--- src/rtl/dsp_pkg.sv ---
// Shared constants and helpers for the DSP48A1 P-result path.
package dsp_pkg;

  localparam int DSP_P_WIDTH    = 48;
  localparam int DSP_P_LATENCY  = 4;
  localparam int DSP_FIFO_DEPTH = 8;

  // Ceiling log2, usable in parameter expressions; clog2(1) = 0.
  function automatic int clog2(input int n);
    int r;
    r = 0;
    while ((1 << r) < n) r++;
    return r;
  endfunction

endpackage

--- src/rtl/dsp_sync_fifo.sv ---
// Single-clock FIFO with an occupancy counter to tell full from empty.
// Head data reads as zero while empty so the stream output is clean after reset/flush.
module dsp_sync_fifo
  import dsp_pkg::*;
#(
  parameter int  WIDTH = DSP_P_WIDTH,
  parameter int  DEPTH = DSP_FIFO_DEPTH,
  localparam int CW    = clog2(DEPTH + 1),
  localparam int PW    = (DEPTH > 1) ? clog2(DEPTH) : 1
) (
  input  logic             clk,
  input  logic             rst,
  input  logic             flush,
  input  logic             push,
  input  logic             pop,
  input  logic [WIDTH-1:0] wdata,
  output logic [WIDTH-1:0] rdata,
  output logic [CW-1:0]    count
);

  logic [WIDTH-1:0] mem_q [DEPTH];
  logic [PW-1:0]    wr_ptr_q, wr_ptr_d;
  logic [PW-1:0]    rd_ptr_q, rd_ptr_d;
  logic [CW-1:0]    count_q, count_d;
  logic             full, empty, do_push, do_pop;

  assign full    = (count_q == CW'(DEPTH));
  assign empty   = (count_q == '0);
  // A full FIFO still accepts a push when the head leaves on the same edge.
  assign do_push = push & (~full | pop) & ~flush;
  assign do_pop  = pop & ~empty & ~flush;

  // Next-state for pointers and occupancy; flush wins over any traffic.
  always_comb begin
    wr_ptr_d = wr_ptr_q;
    rd_ptr_d = rd_ptr_q;
    count_d  = count_q;
    if (flush) begin
      wr_ptr_d = '0;
      rd_ptr_d = '0;
      count_d  = '0;
    end else begin
      if (do_push) wr_ptr_d = (wr_ptr_q == PW'(DEPTH - 1)) ? '0 : wr_ptr_q + 1'b1;
      if (do_pop)  rd_ptr_d = (rd_ptr_q == PW'(DEPTH - 1)) ? '0 : rd_ptr_q + 1'b1;
      count_d = count_q + CW'(do_push) - CW'(do_pop);
    end
  end

  // Pointer and occupancy registers.
  always_ff @(posedge clk or posedge rst) begin
    if (rst) begin
      wr_ptr_q <= '0;
      rd_ptr_q <= '0;
      count_q  <= '0;
    end else begin
      wr_ptr_q <= wr_ptr_d;
      rd_ptr_q <= rd_ptr_d;
      count_q  <= count_d;
    end
  end

  // Storage array; contents are only meaningful between the pointers.
  always_ff @(posedge clk) begin
    if (do_push) mem_q[wr_ptr_q] <= wdata;
  end

  assign rdata = empty ? '0 : mem_q[rd_ptr_q];
  assign count = count_q;

endmodule

--- src/rtl/dsp_result_drain.sv ---
// Receive side of the fixed-latency DSP48A1 datapath: issues credits, tracks
// in-flight ops through a valid shift register and lands every P result in a FIFO.
// Optional feature: define DRAIN_ERR_EN to add the sticky 'err' output.
module dsp_result_drain
  import dsp_pkg::*;
#(
  parameter int  WIDTH   = DSP_P_WIDTH,
  parameter int  LATENCY = DSP_P_LATENCY,
  parameter int  DEPTH   = DSP_FIFO_DEPTH,
  localparam int OCC_W   = clog2(DEPTH + 1)
) (
  input  logic             clk,
  input  logic             rst,
  input  logic             flush,
  input  logic             issue_valid,
  output logic             issue_ready,
  input  logic [WIDTH-1:0] res_in,
  output logic [WIDTH-1:0] out_data,
  output logic             out_valid,
  input  logic             out_ready,
  output logic [OCC_W-1:0] occupancy
`ifdef DRAIN_ERR_EN
  ,
  output logic             err
`endif
);

  localparam int IF_W  = clog2(LATENCY + 1);
  localparam int SUM_W = clog2(DEPTH + LATENCY + 1) + 1;

  logic [LATENCY-1:0] vld_sr_q, vld_sr_d;
  logic [IF_W-1:0]    inflight_q, inflight_d;
  logic [SUM_W-1:0]   credit_sum;
  logic               issue_fire, capture, pop;

  assign issue_fire = issue_valid & issue_ready;
  assign capture    = vld_sr_q[LATENCY-1];
  assign pop        = out_valid & out_ready;

  // Credits count stored plus in-flight results, so a capture can never meet a full FIFO.
  // Only registered state feeds this; a pop returns its credit one cycle later.
  assign credit_sum  = SUM_W'(occupancy) + SUM_W'(inflight_q);
  assign issue_ready = ~rst & (credit_sum < SUM_W'(DEPTH));

  // Valid tracking and in-flight count; flush drops everything issued so far.
  always_comb begin
    vld_sr_d   = (vld_sr_q << 1) | LATENCY'(issue_fire);
    inflight_d = inflight_q + IF_W'(issue_fire) - IF_W'(capture);
    if (flush) begin
      vld_sr_d   = '0;
      inflight_d = '0;
    end
  end

  // Tracking registers.
  always_ff @(posedge clk or posedge rst) begin
    if (rst) begin
      vld_sr_q   <= '0;
      inflight_q <= '0;
    end else begin
      vld_sr_q   <= vld_sr_d;
      inflight_q <= inflight_d;
    end
  end

  dsp_sync_fifo #(
    .WIDTH (WIDTH),
    .DEPTH (DEPTH)
  ) u_fifo (
    .clk   (clk),
    .rst   (rst),
    .flush (flush),
    .push  (capture),
    .pop   (pop),
    .wdata (res_in),
    .rdata (out_data),
    .count (occupancy)
  );

  assign out_valid = (occupancy != '0);

`ifdef DRAIN_ERR_EN
  logic err_q, err_d;

  // Sticky error: capture while full (result lost) or pop while empty.
  always_comb begin
    err_d = err_q;
    if (flush) err_d = 1'b0;
    else if ((capture && occupancy == OCC_W'(DEPTH)) || (pop && occupancy == '0)) err_d = 1'b1;
  end

  // Error flag register.
  always_ff @(posedge clk or posedge rst) begin
    if (rst) err_q <= 1'b0;
    else     err_q <= err_d;
  end

  assign err = err_q;
`endif

endmodule

--- config.mk ---
export PLATFORM = sky130hd
export DESIGN_NAME = dsp_result_drain
export DESIGN_NICKNAME = d
export VERILOG_FILES = /design/src/rtl/dsp_pkg.sv /design/src/rtl/dsp_sync_fifo.sv /design/src/rtl/dsp_result_drain.sv
export SDC_FILE = /design/constraint.sdc
export NUM_CORES = 1
export LEC_CHECK = 0
export ABC_CLOCK_PERIOD_IN_PS = 16400
export CELL_PAD_IN_SITES_DETAIL_PLACEMENT = 1
export CELL_PAD_IN_SITES_GLOBAL_PLACEMENT = 1
export CORE_ASPECT_RATIO = 1.25
export CORE_MARGIN = 8
export CORE_UTILIZATION = 35
export CTS_BUF_LIST = sky130_fd_sc_hd__clkbuf_4 sky130_fd_sc_hd__clkbuf_8 sky130_fd_sc_hd__clkbuf_16
export DETAILED_ROUTE_END_ITERATION = 6
export GPL_TIMING_DRIVEN = 0
export PLACE_DENSITY_LB_ADDON = 0.25
export SYNTH_ARGS = -nofsm -noshare
export SYNTH_HDL_FRONTEND = slang
export SYNTH_HIERARCHICAL = 1
export SYNTH_SLANG_ARGS = --single-unit
export TNS_END_PERCENT = 30
--- constraint.sdc ---
create_clock -name clk -period 16.4 [get_ports clk]
set_input_delay 4.92 -clock clk [delete_from_list [all_inputs] [get_ports clk]]
set_output_delay 4.92 -clock clk [all_outputs]
set_load 0.01 [all_outputs]
Word-level counts from Yosys, hierarchy flattened
Memory sizes are Yosys's and may differ from the RTL's.
Index checks and enable logic that the tools add are counted.

cells by class
  $add $sub $neg = 7
  order comparisons = 1
  equal/unequal tests = 3
  multiplexer cells = 12
  bitwise operators = 13
  reduce and logical (&&, ||, !) cells = 4

operator list
  cell                                                                          number
  48-bit 2-to-1 mux                                                             1
  3-bit 2-to-1 mux                                                              7
  4-bit 2-to-1 mux                                                              2
  1-bit AND                                                                     7
  3-bit by 1-bit adder with 3-bit output, second input constant                 2
  3-bit equality test, second input constant                                    2
  4-bit by 3-bit adder with 5-bit output                                        1
  5-bit by 4-bit less-than comparator with 1-bit output, second input constant  1
  4-bit by 1-bit adder with 4-bit output                                        1
  4-bit equality test, second input constant                                    1
  4-bit logical NOT                                                             1
  1-bit NOT                                                                     4
  4-bit by 1-bit OR with 4-bit output                                           1
  2-bit nonzero test                                                            2
  4-bit nonzero test                                                            1
  4-bit by 1-bit subtractor with 4-bit output                                   1
  3-bit by 1-bit adder with 3-bit output                                        1
  3-bit by 1-bit subtractor with 3-bit output                                   1
  1-bit 2-to-1 mux                                                              2
  1-bit OR                                                                      1

word-level totals
  register bits after elaboration = 17
  bits in writable memories = 384
  bits of input ports = 53
  memories = 1

memory list
  memory        words  width  rd ports  clocked after Yosys merged registers in  write ports  RTL line             RTL
  u_fifo.mem_q  8      48     1         0                                        1            dsp_sync_fifo.sv:21  logic [WIDTH-1:0] mem_q [DEPTH];

Longest topological paths before layout
Gate-level depths: netlist of run 1.

  word-level depth = 8
  mapped depth = 11
  gate-level depth less buffers = 10

By module
The synthesis of run 1 kept the hierarchy.

by module, submodules not included
  module            times used  cells an instance  area an instance (sq um)
  dsp_sync_fifo     1           638                15021.9
  dsp_result_drain  1           32                 381.6

Worst setup path after synthesis of run 1
No wires, ideal clock.

  path kind = input-to-reg
  start = input port out_ready
  end = memory u_fifo/mem_q[0][0] (netlist name) (enable)
  library setup time = 0.572 ns
  data arrival time = 10.142 ns
  required time = 15.828 ns
  setup slack = 5.685 ns
  stages = 5
  path buffers = 1
  cell sequence = and2_4 nor4b_1 or3_1 clkbuf_1 nor4_1

between the ends
  cells in the longest elaborated chain, start to end = 6

RTL lines
  what                                    RTL line                RTL
  from (decl)                             dsp_result_drain.sv:20  input logic out_ready,
  1-bit AND                               dsp_result_drain.sv:38  assign pop = out_valid & out_ready;
  1-bit OR                                dsp_sync_fifo.sv:30     assign do_push = push & (~full | pop) & ~flush;
  1-bit AND (2 in a row)                  dsp_sync_fifo.sv:30
  1-bit 2-to-1 mux                        dsp_sync_fifo.sv:64     if (do_push) mem_q[wr_ptr_q] <= wdata;
  1-bit 2-to-1 mux (not written as such)  dsp_sync_fifo.sv:64
  to (decl)                               dsp_sync_fifo.sv:21

Every way passes these cells.

Worst setup path after layout of run 1
  start = input port rst
  end = output port issue_ready

between the ends
  cells in the longest elaborated chain, start to end = 2

RTL lines
  what         RTL line                RTL
  from (decl)  dsp_result_drain.sv:13  input logic rst,
  1-bit NOT    dsp_result_drain.sv:43  assign issue_ready = ~rst & (credit_sum < SUM_W'(DEPTH));
  1-bit AND    dsp_result_drain.sv:43
  to (decl)    dsp_result_drain.sv:16  output logic issue_ready,

Every way passes these cells.

==> results of run 1 <==
[flip-flops by register name, summed over array words and instances, names as in the netlist]
signal,cells
u_fifo/wr_ptr_q,3
u_fifo/rd_ptr_q,3
vld_sr_q,4
u_fifo/count,4
inflight_q,3
u_fifo/mem_q,384
[stage by stage]
step	utilization, %	cell area [um2]	setup slack, ps
global placement	39.2	17200	-304
finish	43.2	18900	5240
CTS	43.2	18900	5230
global route	43.2	18900	5160
detailed placement	40.4	17700	5240
floorplan	-	15400	5690
[layout by cell type, fill, tap and decap left out, types with 12 or more instances in the layout]
master / n
buf_4: 14
buf_6: 24
mux4_2: 96
ha_1: 14
a22o_1: 48
edfxtp_1: 384
dfrtp_1: 17
clkbuf_1: 15
buf_2: 12
inv_1: 13
clkbuf_16: 41
clkdlybuf4s50_1: 106
[critical path, stage by stage]
cell,delay (ps)
clkdlybuf4s50_1,460
nor3_1,190
o21a_1,140
clkdlybuf4s50_1,530
[Yosys cell counts (2+ instances only)]
library cell	n
a21oi_1	7
a22o_1	48
and2_4	2
buf_2	12
buf_6	7
clkbuf_1	15
dfrtp_1	17
edfxtp_1	384
fa_1	2
ha_1	14
inv_1	13
mux4_2	96
nand2b_1	2
nand3_1	2
nand4b_1	3
nor2_1	8
nor2b_1	7
nor3_1	6
nor4b_1	2
o21ai_0	7
or4_1	2
[worst paths after layout]
path / from / endpoint / slack [ps] / depth (start not counted)
max in group asynchronous: rst / u_fifo/wr_ptr_q[1] / 11300 / 2
min reg2reg: vld_sr_q[0] / vld_sr_q[1] / 460 / 1
max: rst / issue_ready / 5240 / 4
max reg2reg: u_fifo/count[0] / u_fifo/count[3] / 12870 / 11
min in group asynchronous: rst / vld_sr_q[0] / 4720 / 2
min: vld_sr_q[0] / vld_sr_q[1] / 460 / 1
[report_power, final]
group | internal (uW) | leakage, uW | switching (uW)
clock network | 497 | 0.000621 | 365
registers | 1120 | 0.00369 | 0.929
logic | 15.8 | 0.00171 | 17.7
[final cells by class]
| type | instances | area, um2 | area share, % |
|---|---|---|---|
| antenna | 3 | 7.51 | 0.0396 |
| buffer | 34 | 195 | 1.03 |
| clock buffer | 52 | 1120 | 5.92 |
| clock inverter | 19 | 114 | 0.601 |
| inverter | 13 | 48.8 | 0.258 |
| multi-input combinational | 222 | 3250 | 17.2 |
| sequential | 401 | 12000 | 63.1 |
| tap | 572 | 716 | 3.78 |
| timing repair buffer | 145 | 1530 | 8.08 |
[per-layer routing]
| metal | share of wire [%] | vias up |
|---|---|---|
| met4 | 1.7 | 4 |
| met3 | 4.0 | 47 |
| met1 | 43 | 3984 |
| met5 | 0.075 | - |
| met2 | 52 | 115 |
| li1 | - | 3239 |
[cells by family (layout without fill, tap and decap cells)]
family	count (synthesis)	after routing	share of synthesized area, %
AO/OA/AOI/OAI	66	66	3.39
XOR/XNOR	2	2	0.203
adder cells (fa/ha/maj)	16	16	1.40
buffers and inverters	47	263	1.58
flip-flops	401	401	77.6
multiplexers	97	97	14.1
other	0	3	0
AND/OR/NAND/NOR	41	41	1.70
==> flow_summary_export.csv, run 1 <==
group,metric,value,unit
die,dieArea,51000,um2
global_routing,grt.busiest_layer,"met2",
placement,place.port_buffers,106,
sta,timing.hold.ws,461,ps
pwr,powerDensity,107,nW/um2
sta,rsz0062_at_grt,"false",
synthesis,synthTopCellsByArea,"edfxtp_1, mux4_2, dfrtp_1",
layout,fillers,4010,
run,drv_cap,0,
cts,cts_resized,0,
cts,cts_max_path_buffers,3,
drt,firstDrtPassIters,6,
synthesis,ys_warn_count,6,
worst_setup_path,crit_arrival,6240,ps
placement,dp.cells,1387,
layout,syn_to_final_growth,23.0,%
drt,drt_iter0_markers,390,
cts,cts_tree,"yes",
cts,cts_sinks,401,
worst_setup_path,crit_fanout,4,
drt,viasPerCell,5.06,
global_routing,antenna_found_initial,5,
outcome,status,"finished clean",
synthesis,synth_area,15400,um2
synthesis,ys_types,35,
layout,drive_gt1_share,25.6,%
synthesis,yosys.area.top_type,"edfxtp_1",
synthesis,ys_seq_area_share,77.6,%
cts,cts_setup_buffers,0,
sta,max_clock_freq,89.6,MHz
sta,period_needed,11160,ps
cts,numCtsBuffers,40,
worst_hold_path,hold_class,"reg2reg",
synthesis,synth_edf_count,384,
global_routing,grt_usage,14.1,%
worst_setup_path,cp-start-kind,"primary input",
die,core,43800,um2
sta,min_period_over_period,68.0,%
synthesis,synth_flop_cell,"edfxtp_1",
synthesis,yosys.area.top_type_share,74.9,%
die,initial_utilization,35.2,%
synthesis,syn-num-nets,739,
layout,finalNonFillerCells,1461,
sta,slew-limit-headroom,41.7,%
placement,hpwlAfterDp,23600,um
sta,finalSetupViolations,0,
die,num_rows,86,
sta,final_max_slew_viol_count,0,
synthesis,synthCells,670,
global_routing,gr-total-overflow,0,
global_routing,gr-usage-met2,24.6,%
die,die_w,204,um
global_routing,grt_max_degree,25,
cts,clk_pin_slew,60,ps
die,die_h,251,um
sta,tns,0,ps
drt,finalWirelength,35800,um
global_routing,grt_use_met1,17.4,%
cts,ctsHoldBuffers,0,
sta,tightestPinTransition,874,ps
placement,place.gp.congestion,0.697,
drt,ant_nets,0,
pwr,vdd_ir_drop_max,0.0000609,V
global_routing,grt_pass1_wl,53500,um
global_routing,grtUsageMet3,2.96,%
pwr,p_total,2020,uW
worst_setup_path,crit_required,11480,ps
drt,wl_per_cell,24.5,um
cts,h-tree-depth,2,
drt,via_count,7389,
synthesis,async_flop_share,4.24,%
die,ioPinCount,107,
sta,hold_viol_final,0,
worst_setup_path,critPathKind,"in2out",
cts,cts-root-buf,"clkbuf_16",
cts,clk_latency,540,ps
global_routing,grt_pass1_vias,8281,
synthesis,ys_seq_elements,401,
layout,fin_nets,926,
sta,fin_skew,14.6,ps
pwr,power_leakage,0.00601,uW
synthesis,avgSynthCellArea,23.0,um2
worst_setup_path,end_kind,"output port",
drt,drc,0,
No activity file was read; power rests on OpenSTA's default activity.
==> run 2, diff against run 1 <==
--- a/config.mk
+++ b/config.mk
@@ -5,7 +5,7 @@
 export SDC_FILE = /design/constraint.sdc
 export NUM_CORES = 1
 export LEC_CHECK = 0
-export ABC_CLOCK_PERIOD_IN_PS = 16400
+export ABC_CLOCK_PERIOD_IN_PS = 9910
 export CELL_PAD_IN_SITES_DETAIL_PLACEMENT = 1
 export CELL_PAD_IN_SITES_GLOBAL_PLACEMENT = 1
 export CORE_ASPECT_RATIO = 1.25
==> constraint.sdc (replaced) <==
create_clock -name clk -period 9.91 [get_ports clk]
set_input_delay 2.973 -clock clk [delete_from_list [all_inputs] [get_ports clk]]
set_output_delay 2.973 -clock clk [all_outputs]
set_load 0.01 [all_outputs]
==> results of run 2 <==
The final DEF is identical to that of run 1. Status: finished clean.
Main changes from that run: setup slack after placement 5240 ps -> 2650 ps; setup slack after layout 5240 ps -> 2650 ps; register-to-register setup slack 12870 ps -> 6380 ps; total power 2020 uW -> 3340 uW; worst IR drop on VDD 0.0000609 V -> 0.000101 V
